$ cat src/rtl/bcd_pkg.sv
// bcd_pkg: shared BCD digit type and decimal correction constants
package bcd_pkg;
  typedef logic [3:0] bcd_digit_t;
  localparam bcd_digit_t BCD_MAX = 4'd9;
  localparam bcd_digit_t BCD_CORR = 4'd6;
endpackage

$ cat src/rtl/bcd_adder_if.sv
// bcd_adder_if: operand/result bundle for the registered BCD adder
interface bcd_adder_if #(parameter int NUM_DIGITS = 1);
  localparam int W = 4 * NUM_DIGITS;
  logic in_valid;
  logic [W-1:0] Augend;
  logic [W-1:0] Addend;
  logic cin;
  logic out_valid;
  logic [W-1:0] sum;
  logic outcarry;
  logic err;
  modport master(output in_valid, Augend, Addend, cin, input out_valid, sum, outcarry, err);
  modport slave(input in_valid, Augend, Addend, cin, output out_valid, sum, outcarry, err);
endinterface

$ cat src/rtl/bcd_digit_add.sv
// bcd_digit_add: combinational single-digit BCD adder with decimal carry and bad-digit flag
module bcd_digit_add
  import bcd_pkg::*;
(
  input  bcd_digit_t a,
  input  bcd_digit_t b,
  input  logic       ci,
  output bcd_digit_t s,
  output logic       co,
  output logic       bad
);
  logic [4:0] z;
  assign z = {1'b0, a} + {1'b0, b} + {4'b0, ci};
  assign co = z > {1'b0, BCD_MAX};
  assign s = co ? z[3:0] + BCD_CORR : z[3:0];
  assign bad = (a > BCD_MAX) || (b > BCD_MAX);
endmodule

$ cat src/rtl/bcd_adder.sv
// bcd_adder: ripple-carry packed-BCD adder with a single registered output stage
module bcd_adder
  import bcd_pkg::*;
#(
  parameter int NUM_DIGITS = 1
) (
  input logic clk,
  input logic rst,
  bcd_adder_if.slave bus
);
  localparam int W = 4 * NUM_DIGITS;
  logic c [NUM_DIGITS+1];
  logic [W-1:0] s;
  logic [NUM_DIGITS-1:0] bad;
  assign c[0] = bus.cin;
  for (genvar i = 0; i < NUM_DIGITS; i++) begin : g_dig
    bcd_digit_add u_dig (
      .a  (bus.Augend[4*i+:4]),
      .b  (bus.Addend[4*i+:4]),
      .ci (c[i]),
      .s  (s[4*i+:4]),
      .co (c[i+1]),
      .bad(bad[i])
    );
  end
  always_ff @(posedge clk) begin
    if (rst) begin
      bus.out_valid <= 1'b0;
      bus.sum <= '0;
      bus.outcarry <= 1'b0;
      bus.err <= 1'b0;
    end else begin
      bus.out_valid <= bus.in_valid;
      if (bus.in_valid) begin
        bus.sum <= s;
        bus.outcarry <= c[NUM_DIGITS];
        bus.err <= |bad;
      end
    end
  end
endmodule

$ cat src/flat_wrapper.sv
// flat-port wrapper written by rule: the top's interface ports become plain ports
module bcd_adder_flat import bcd_pkg::*;
#(
  parameter int NUM_DIGITS = 1
)
  (clk, rst, bus_in_valid, bus_Augend, bus_Addend, bus_cin, bus_out_valid, bus_sum, bus_outcarry, bus_err);
  bcd_adder_if #(.NUM_DIGITS(NUM_DIGITS)) bus_i ();
  input logic clk;
  input logic rst;
  input wire logic [$bits(bus_i.in_valid)-1:0] bus_in_valid;
  input wire logic [$bits(bus_i.Augend)-1:0] bus_Augend;
  input wire logic [$bits(bus_i.Addend)-1:0] bus_Addend;
  input wire logic [$bits(bus_i.cin)-1:0] bus_cin;
  output wire logic [$bits(bus_i.out_valid)-1:0] bus_out_valid;
  output wire logic [$bits(bus_i.sum)-1:0] bus_sum;
  output wire logic [$bits(bus_i.outcarry)-1:0] bus_outcarry;
  output wire logic [$bits(bus_i.err)-1:0] bus_err;
  assign bus_i.in_valid = bus_in_valid;
  assign bus_i.Augend = bus_Augend;
  assign bus_i.Addend = bus_Addend;
  assign bus_i.cin = bus_cin;
  assign bus_out_valid = bus_i.out_valid;
  assign bus_sum = bus_i.sum;
  assign bus_outcarry = bus_i.outcarry;
  assign bus_err = bus_i.err;
  bcd_adder #(.NUM_DIGITS(NUM_DIGITS)) u_core (.clk(clk), .rst(rst), .bus(bus_i));
endmodule
$ cat config.mk
export PLATFORM = sky130hd
export DESIGN_NAME = bcd_adder_flat
export DESIGN_NICKNAME = d
export VERILOG_FILES = /design/src/rtl/bcd_pkg.sv /design/src/rtl/bcd_adder_if.sv /design/src/rtl/bcd_digit_add.sv /design/src/rtl/bcd_adder.sv /design/src/flat_wrapper.sv
export SDC_FILE = /design/constraint.sdc
export NUM_CORES = 1
export LEC_CHECK = 0
export ABC_AREA = 0
export ABC_CLOCK_PERIOD_IN_PS = 2400
export BUFFER_PORTS_ARGS = -buffer_cell sky130_fd_sc_hd__buf_2
export CAP_MARGIN = 0
export CORE_AREA = 10 10 47 49
export DETAILED_ROUTE_END_ITERATION = 8
export DIE_AREA = 0 0 57 59
export MAX_ROUTING_LAYER = met4
export PLACE_DENSITY = 0.65
export SLEW_MARGIN = 15
export SYNTH_ARGS = -nofsm -noshare
export SYNTH_HDL_FRONTEND = slang
export SYNTH_SLANG_ARGS = --single-unit
export TNS_END_PERCENT = 1
$ cat constraint.sdc
create_clock -name clk -period 2.4 [get_ports clk]
set_input_delay 0.12 -clock clk [delete_from_list [all_inputs] [get_ports clk]]
set_output_delay 0.12 -clock clk [all_outputs]
set_load 0.01 [all_outputs]
==> results of run 1 <==
==> cell type report <==
class,count,area (sq um),area share [%]
Timing Repair Buffer,20,105,17.0
Tap cell,16,20.0,3.25
Sequential cell,7,140,22.7
Clock buffer,4,26.3,4.26
Inverter,2,7.51,1.22
Multi-Input combinational cell,39,318,51.5
==> logic make-up (layout without fill, tap and decap cells) <==
| family | after synthesis | after routing | share of synthesized area (%) |
|---|---|---|---|
| AOI/OAI and AO/OA | 18 | 18 | 28.2 |
| xor gates and xnor gates | 2 | 2 | 3.72 |
| adders and majority gates | 6 | 6 | 19.1 |
| buffers and inverters | 3 | 26 | 2.66 |
| DFF | 7 | 7 | 29.8 |
| muxes | 2 | 2 | 4.26 |
| and+or+nand+nor | 11 | 11 | 12.2 |
==> per-layer routing <==
| metal | global-route usage (%) | routed length [um] | vias up |
|---|---|---|---|
| met4 | 5.03 | 21 | 0 |
| met2 | 8.99 | 493 | 19 |
| met1 | 7.54 | 499 | 203 |
| li1 | - | - | 231 |
| met3 | 1.07 | 55 | 2 |
| met5 | - | 0 | - |
==> registers in the layout, summed over array words and instances, names as in the netlist <==
name                  count
u_core.bus.err            1
u_core.bus.out_valid      1
u_core.bus.outcarry       1
u_core.bus.sum            4
==> per-stage QoR <==
stage	total power, mW	hold WS [ps]	instance area [sq um]	cells
floorplan	0.231	185	470	49
global placement	0.279	359	591	84
detailed placement	0.281	373	591	84
CTS	0.395	96.4	617	88
global route	0.420	93.1	617	88
finish	0.388	96.0	617	88
==> cell usage after synthesis (2+ instances only) <==
master,n
sky130_fd_sc_hd__fa_1,2
sky130_fd_sc_hd__mux2i_1,2
sky130_fd_sc_hd__dfxtp_1,7
sky130_fd_sc_hd__ha_1,4
sky130_fd_sc_hd__o21ai_0,2
sky130_fd_sc_hd__nor2_1,6
sky130_fd_sc_hd__inv_1,2
sky130_fd_sc_hd__a21oi_1,4
==> worst max path at each step <==
stage,slack [ps],to,from,cells after the start
2_1_floorplan,280,u_core.bus.sum[1],bus_cin,6
3_3_place_gp,130,u_core.bus.sum[1],bus_cin,7
3_5_place_dp,80,u_core.bus.sum[1],bus_cin,7
4_1_cts,330,u_core.bus.sum[1],bus_cin,7
5_1_grt,250,u_core.bus.sum[1],bus_cin,7
6_report,330,u_core.bus.sum[1],bus_cin,7
==> worst max-delay path, cell delays in order <==
cell                       delay, ps
sky130_fd_sc_hd__buf_2           110
sky130_fd_sc_hd__fa_1            460
sky130_fd_sc_hd__fa_1            420
sky130_fd_sc_hd__xnor2_1         180
sky130_fd_sc_hd__ha_1            260
sky130_fd_sc_hd__or4_1           530
sky130_fd_sc_hd__o211ai_1        160
==> cells in the final DEF (no fill, tap or decap), types with 2 or more instances in the layout <==
| cell | n |
|---|---|
| sky130_fd_sc_hd__buf_2 | 18 |
| sky130_fd_sc_hd__dfxtp_1 | 7 |
| sky130_fd_sc_hd__nor2_1 | 6 |
| sky130_fd_sc_hd__a21oi_1 | 4 |
| sky130_fd_sc_hd__ha_1 | 4 |
| sky130_fd_sc_hd__clkbuf_4 | 3 |
| sky130_fd_sc_hd__mux2i_1 | 2 |
| sky130_fd_sc_hd__inv_1 | 2 |
| sky130_fd_sc_hd__o21ai_0 | 2 |
| sky130_fd_sc_hd__fa_1 | 2 |
| sky130_fd_sc_hd__buf_4 | 2 |
==> where the power goes <==
group          total (mW)  switching [mW]  internal, mW
clock network       0.111          0.0469        0.0637
logic               0.139          0.0719        0.0667
registers           0.139         0.00724         0.132
==> run_results.csv, run 1 <==
group,metric,value,unit
final_layout,fin_util,44.0,%
sta,rsz0062_at_grt,"false",
sta,tightest_pin_transition,371,ps
worst_setup_path,regToRegStartpoint,"u_core.bus.sum[1]",
die,io_pins,19,
worst_setup_path,critical_path.endpoint_type,"flop",
sta,period_minus_slack,2070,ps
worst_setup_path,reg2regPathDepth,4,
synth,yosysSeqAreaShare,29.8,%
placement,place_ws,75.8,ps
synth,synthDistinctLibCells,28,
sta,post-route-period-util,86.1,%
final_layout,share_of_cells_above_drive_strength_1,37.5,%
sta,final.setup.tns,0,ps
hold_path,worst_hold_startpoint,"rst",
hold_path,hold-path-endpoint,"u_core.bus.err",
synth,synth_largest_area_cell,"sky130_fd_sc_hd__dfxtp_1",
routing,drcViolationCount,0,
grt,grt_antenna_before_repair,0,
die,dieWidth,57,um
clocking,clkSinkCount,7,
final_layout,flow.area_growth_from_synthesis,31.1,%
synth,ys_top_cells_by_area,"sky130_fd_sc_hd__dfxtp_1 30%, sky130_fd_sc_hd__ha_1 11%, sky130_fd_sc_hd__fa_1 8.5%",
clocking,max-clock-path-buffers,2,
worst_setup_path,r2r_setup_slack,1600,ps
sta,final.setup_skew,0,ps
sta,timing.final.hold_violations,0,
routing,vias,455,
clocking,post_cts.repair.setup_buffers,0,
pwr,ir_worst_vdd,0.000226,V
worst_setup_path,criticalPathCategory,"input port to flop",
placement,gpl.final_weighted_congestion,0.743,
pwr,power_density,629,mW/mm^2
grt,grt_start_max_net_pins,11,
synth,postSynthNetCount,67,
worst_setup_path,terminus_of_the_critical_flop_to_flop_path,"u_core.bus.sum[1]",
clocking,clock_latency,260,ps
grt,gr-usage-all-layers,6.28,%
synth,share_of_async_settable_or_async_resettable_flops_after_synthesis,0,%
synth,synth.cell_area,470,sq um
worst_setup_path,cp-start-kind,"input port",
die,initial_standard_cell_utilization_of_the_core,33.6,%
synth,synthCells,49,
clocking,ctsHtreeMaxLevel,1,
final_layout,layout.filler_cells,148,
sta,setup_viol,0,
synth,count_of_flip_flops_with_a_built_in_enable_after_synthesis,0,
sta,max_clock_freq,484,MHz
final_layout,final_net_count,91,
die,placementRows,14,
synth,synth.ff_latch_count,7,
worst_setup_path,critPathRequiredTime,2580,ps
synth,postSynthAreaPerCell,9.60,sq um
placement,detailedPlacementHpwl,924,um
final_layout,num_antenna_cells,0,
routing,dr.pass1.iters,4,
placement,port-buffer-count,18,
routing,drt-vias-per-instance,5.17,
synth,synthesis.yosys.warnings,0,
grt,grt_remaining_overflow,0,
routing,detail_route.iter0.violations,2,
die,die_area,0.00336,sq mm
clocking,cts_root_buf,"sky130_fd_sc_hd__clkbuf_4",
outcome,status,"complete, no violations",
clocking,tritoncts,"done",
pwr,leakage,0.296,nW
worst_setup_path,timing.critical_path.fanout_max,5,
grt,number_of_global_route_vias_before_repair,439,
clocking,cts.reportedPaths.clkPinSlew,60,ps
sta,slew_violations,0,
clocking,cts.repair.resized,0,
die,die-height,59,um
worst_setup_path,critPathArrivalTime,2250,ps
clocking,ctsHoldBuffers,0,
clocking,tritoncts.num_buffers,3,
sta,worst_slew_margin,75.2,%
routing,totalWireLength,1.07,mm
synth,synth_flop_cell,"sky130_fd_sc_hd__dfxtp_1",
die,core_outline_area,0.00140,sq mm
job,max_cap_violations,0,
hold_path,worstHoldPathType,"input port to flop",
routing,antenna_violating_nets_post_route,0,
hold_path,hold_depth,2,
synth,synth_top_cell_area_share,29.8,%
sta,final_critical_path_setup_slack,333,ps
grt,grt_first_pass_wirelength,1.70,mm
routing,routedWlPerCell,12.2,um
Power figures use the tool's default switching activity.
==> run 2: changes to the inputs <==
--- a/config.mk
+++ b/config.mk
@@ -10,8 +10,10 @@
 export BUFFER_PORTS_ARGS = -buffer_cell sky130_fd_sc_hd__buf_2
 export CAP_MARGIN = 0
 export CORE_AREA = 10 10 47 49
+export CTS_BUF_LIST = sky130_fd_sc_hd__clkbuf_16
 export DETAILED_ROUTE_END_ITERATION = 8
 export DIE_AREA = 0 0 57 59
+export GPL_ROUTABILITY_DRIVEN = 0
 export MAX_ROUTING_LAYER = met4
 export PLACE_DENSITY = 0.65
 export SLEW_MARGIN = 15
==> run_results.csv, run 2 (synthesized netlist as in run 1, its figures left out) <==
group,metric,value,unit
clocking,tritoncts,"done",
hold_path,hold_depth,2,
worst_setup_path,critPathRequiredTime,2550,ps
clocking,clock_latency,230,ps
hold_path,hold-path-endpoint,"u_core.bus.outcarry",
routing,dr.pass1.iters,4,
sta,holdWs,127,ps
final_layout,num_antenna_cells,0,
final_layout,final_net_count,91,
final_layout,layout.cells.most_common,"sky130_fd_sc_hd__buf_2",
clocking,cts_root_buf,"sky130_fd_sc_hd__clkbuf_16",
sta,rsz0062_at_grt,"false",
worst_setup_path,reg2regPathDepth,4,
outcome,status,"complete, no violations",
worst_setup_path,terminus_of_the_critical_flop_to_flop_path,"u_core.bus.sum[1]",
die,core_outline_area,0.00140,sq mm
sta,post-route-period-util,87.1,%
clocking,post_cts.repair.setup_buffers,0,
clocking,ctsHtreeMaxLevel,1,
sta,worst_slew_margin,75.2,%
sta,setup_viol,0,
clocking,cts.repair.resized,0,
placement,detailedPlacementHpwl,924,um
final_layout,share_of_cells_above_drive_strength_1,37.5,%
die,initial_standard_cell_utilization_of_the_core,33.6,%
sta,slew_violations,0,
final_layout,regMostFlops,"u_core.bus.sum",
die,dieWidth,57,um
grt,number_of_global_route_vias_before_repair,435,
clocking,cts.reportedPaths.clkPinSlew,30,ps
pwr,power_density,833,mW/mm^2
pwr,totalPowerFinal,0.557,mW
routing,vias,451,
placement,place_ws,75.8,ps
sta,final.setup_skew,0,ps
sta,timing.final.hold_violations,0,
die,io_pins,19,
final_layout,finalNonFillerCells,88,
sta,final.setup.tns,0,ps
worst_setup_path,cpMostUsedCell,"sky130_fd_sc_hd__fa_1",
placement,place.detailed.instances,84,
final_layout,most_frequent_cells_in_the_layout,"18 x sky130_fd_sc_hd__buf_2, 7 x sky130_fd_sc_hd__dfxtp_1, 6 x sky130_fd_sc_hd__nor2_1, 4 x sky130_fd_sc_hd__a21oi_1, 4 x sky130_fd_sc_hd__ha_1",
placement,port-buffer-count,18,
hold_path,worst_hold_startpoint,"rst",
worst_setup_path,regToRegStartpoint,"u_core.bus.sum[1]",
final_layout,fin_util,47.8,%
final_layout,largest_reg_flops,4,
final_layout,finalInstanceArea,669,sq um
routing,drcViolationCount,0,
final_layout,flow.area_growth_from_synthesis,42.3,%
routing,drt-vias-per-instance,5.13,
clocking,ctsHoldBuffers,0,
grt,grt_remaining_overflow,0,
worst_setup_path,cp-start-kind,"input port",
pwr,ir_worst_vdd,0.000303,V
clocking,max-clock-path-buffers,2,
grt,grt_antenna_before_repair,0,
die,placementRows,14,
grt,grt_start_max_net_pins,11,
worst_setup_path,cp_cell_sequence,"buf_2, fa_1, fa_1, xnor2_1, ha_1, or4_1, o211ai_1",
sta,period_minus_slack,2090,ps
die,die_area,0.00336,sq mm
hold_path,worstHoldPathType,"input port to flop",
routing,antenna_violating_nets_post_route,0,
worst_setup_path,timing.critical_path.slowest_stage_cell,"sky130_fd_sc_hd__or4_1",
worst_setup_path,critPathArrivalTime,2240,ps
job,max_cap_violations,0,
clocking,clkSinkCount,7,
placement,postPlaceCellArea,591,sq um
sta,tightest_pin_transition,370,ps
routing,detail_route.iter0.violations,3,
routing,totalWireLength,1.08,mm
grt,grt_first_pass_wirelength,1.76,mm
worst_setup_path,criticalPathCategory,"input port to flop",
pwr,leakage,0.324,nW
grt,gr-usage-all-layers,6.90,%
sta,final_critical_path_setup_slack,310,ps
worst_setup_path,timing.critical_path.fanout_max,5,
worst_setup_path,r2r_setup_slack,1600,ps
sta,max_clock_freq,478,MHz
die,die-height,59,um
clocking,tritoncts.num_buffers,3,
worst_setup_path,cp_slowest_stage_delay,530,ps
routing,routedWlPerCell,12.3,um
worst_setup_path,critical_path.endpoint_type,"flop",
run 2: cell types whose count changed in the layout (fill, tap and decap cells not counted):
| cell | before | now |
|---|---|---|
| sky130_fd_sc_hd__clkbuf_1 | 1 | 0 |
| sky130_fd_sc_hd__clkbuf_16 | 0 | 3 |
| sky130_fd_sc_hd__clkbuf_4 | 3 | 0 |
| sky130_fd_sc_hd__inv_1 | 2 | 3 |
run 2: cell type report:
class	instances	area, sq um
repair buffers	20	105
clock inverters	1	3.75
multi-input cells	39	318
clock buffers	3	75.1
fillers	145	732
well taps	16	20.0
inverters	2	7.51
flip-flops and latches	7	140
run 2: worst max-delay path, delay by kind of cell:
family,cells,cell delay (ps)
xor gates and xnor gates,1,180
adders and majority gates,3,1140
buffers and inverters,1,110
AOI/OAI and AO/OA,1,160
and+or+nand+nor,1,530
run 2: routing by layer:
metal | track usage, % | vias up | wire length [um] | share of wire [%]
met5 | - | - | 0 | 0
met4 | 6.04 | 0 | 21 | 1.9
met3 | 3.00 | 2 | 64 | 5.9
met2 | 9.15 | 16 | 480 | 45
met1 | 7.66 | 200 | 511 | 47
li1 | - | 233 | - | -
run 2: how the worst max path moves through the flow:
| stage | startpoint | endpoint | slack (ps) | cells past startpoint |
|---|---|---|---|---|
| after CTS | bus_cin | u_core.bus.sum[1] | 300 | 7 |
| after detailed placement | bus_cin | u_core.bus.sum[1] | 80 | 7 |
| after global placement | bus_cin | u_core.bus.sum[1] | 130 | 7 |
| after global routing | bus_cin | u_core.bus.sum[1] | 220 | 7 |
| after floorplan | bus_cin | u_core.bus.sum[1] | 280 | 6 |
| final | bus_cin | u_core.bus.sum[1] | 310 | 7 |
run 2: where the power goes:
group	internal, mW	switching (mW)	leakage (nW)
Combinational	0.0667	0.0718	0.223
Sequential	0.132	0.00708	0.0581
Clock	0.217	0.0630	0.0423
Total	0.416	0.142	0.324
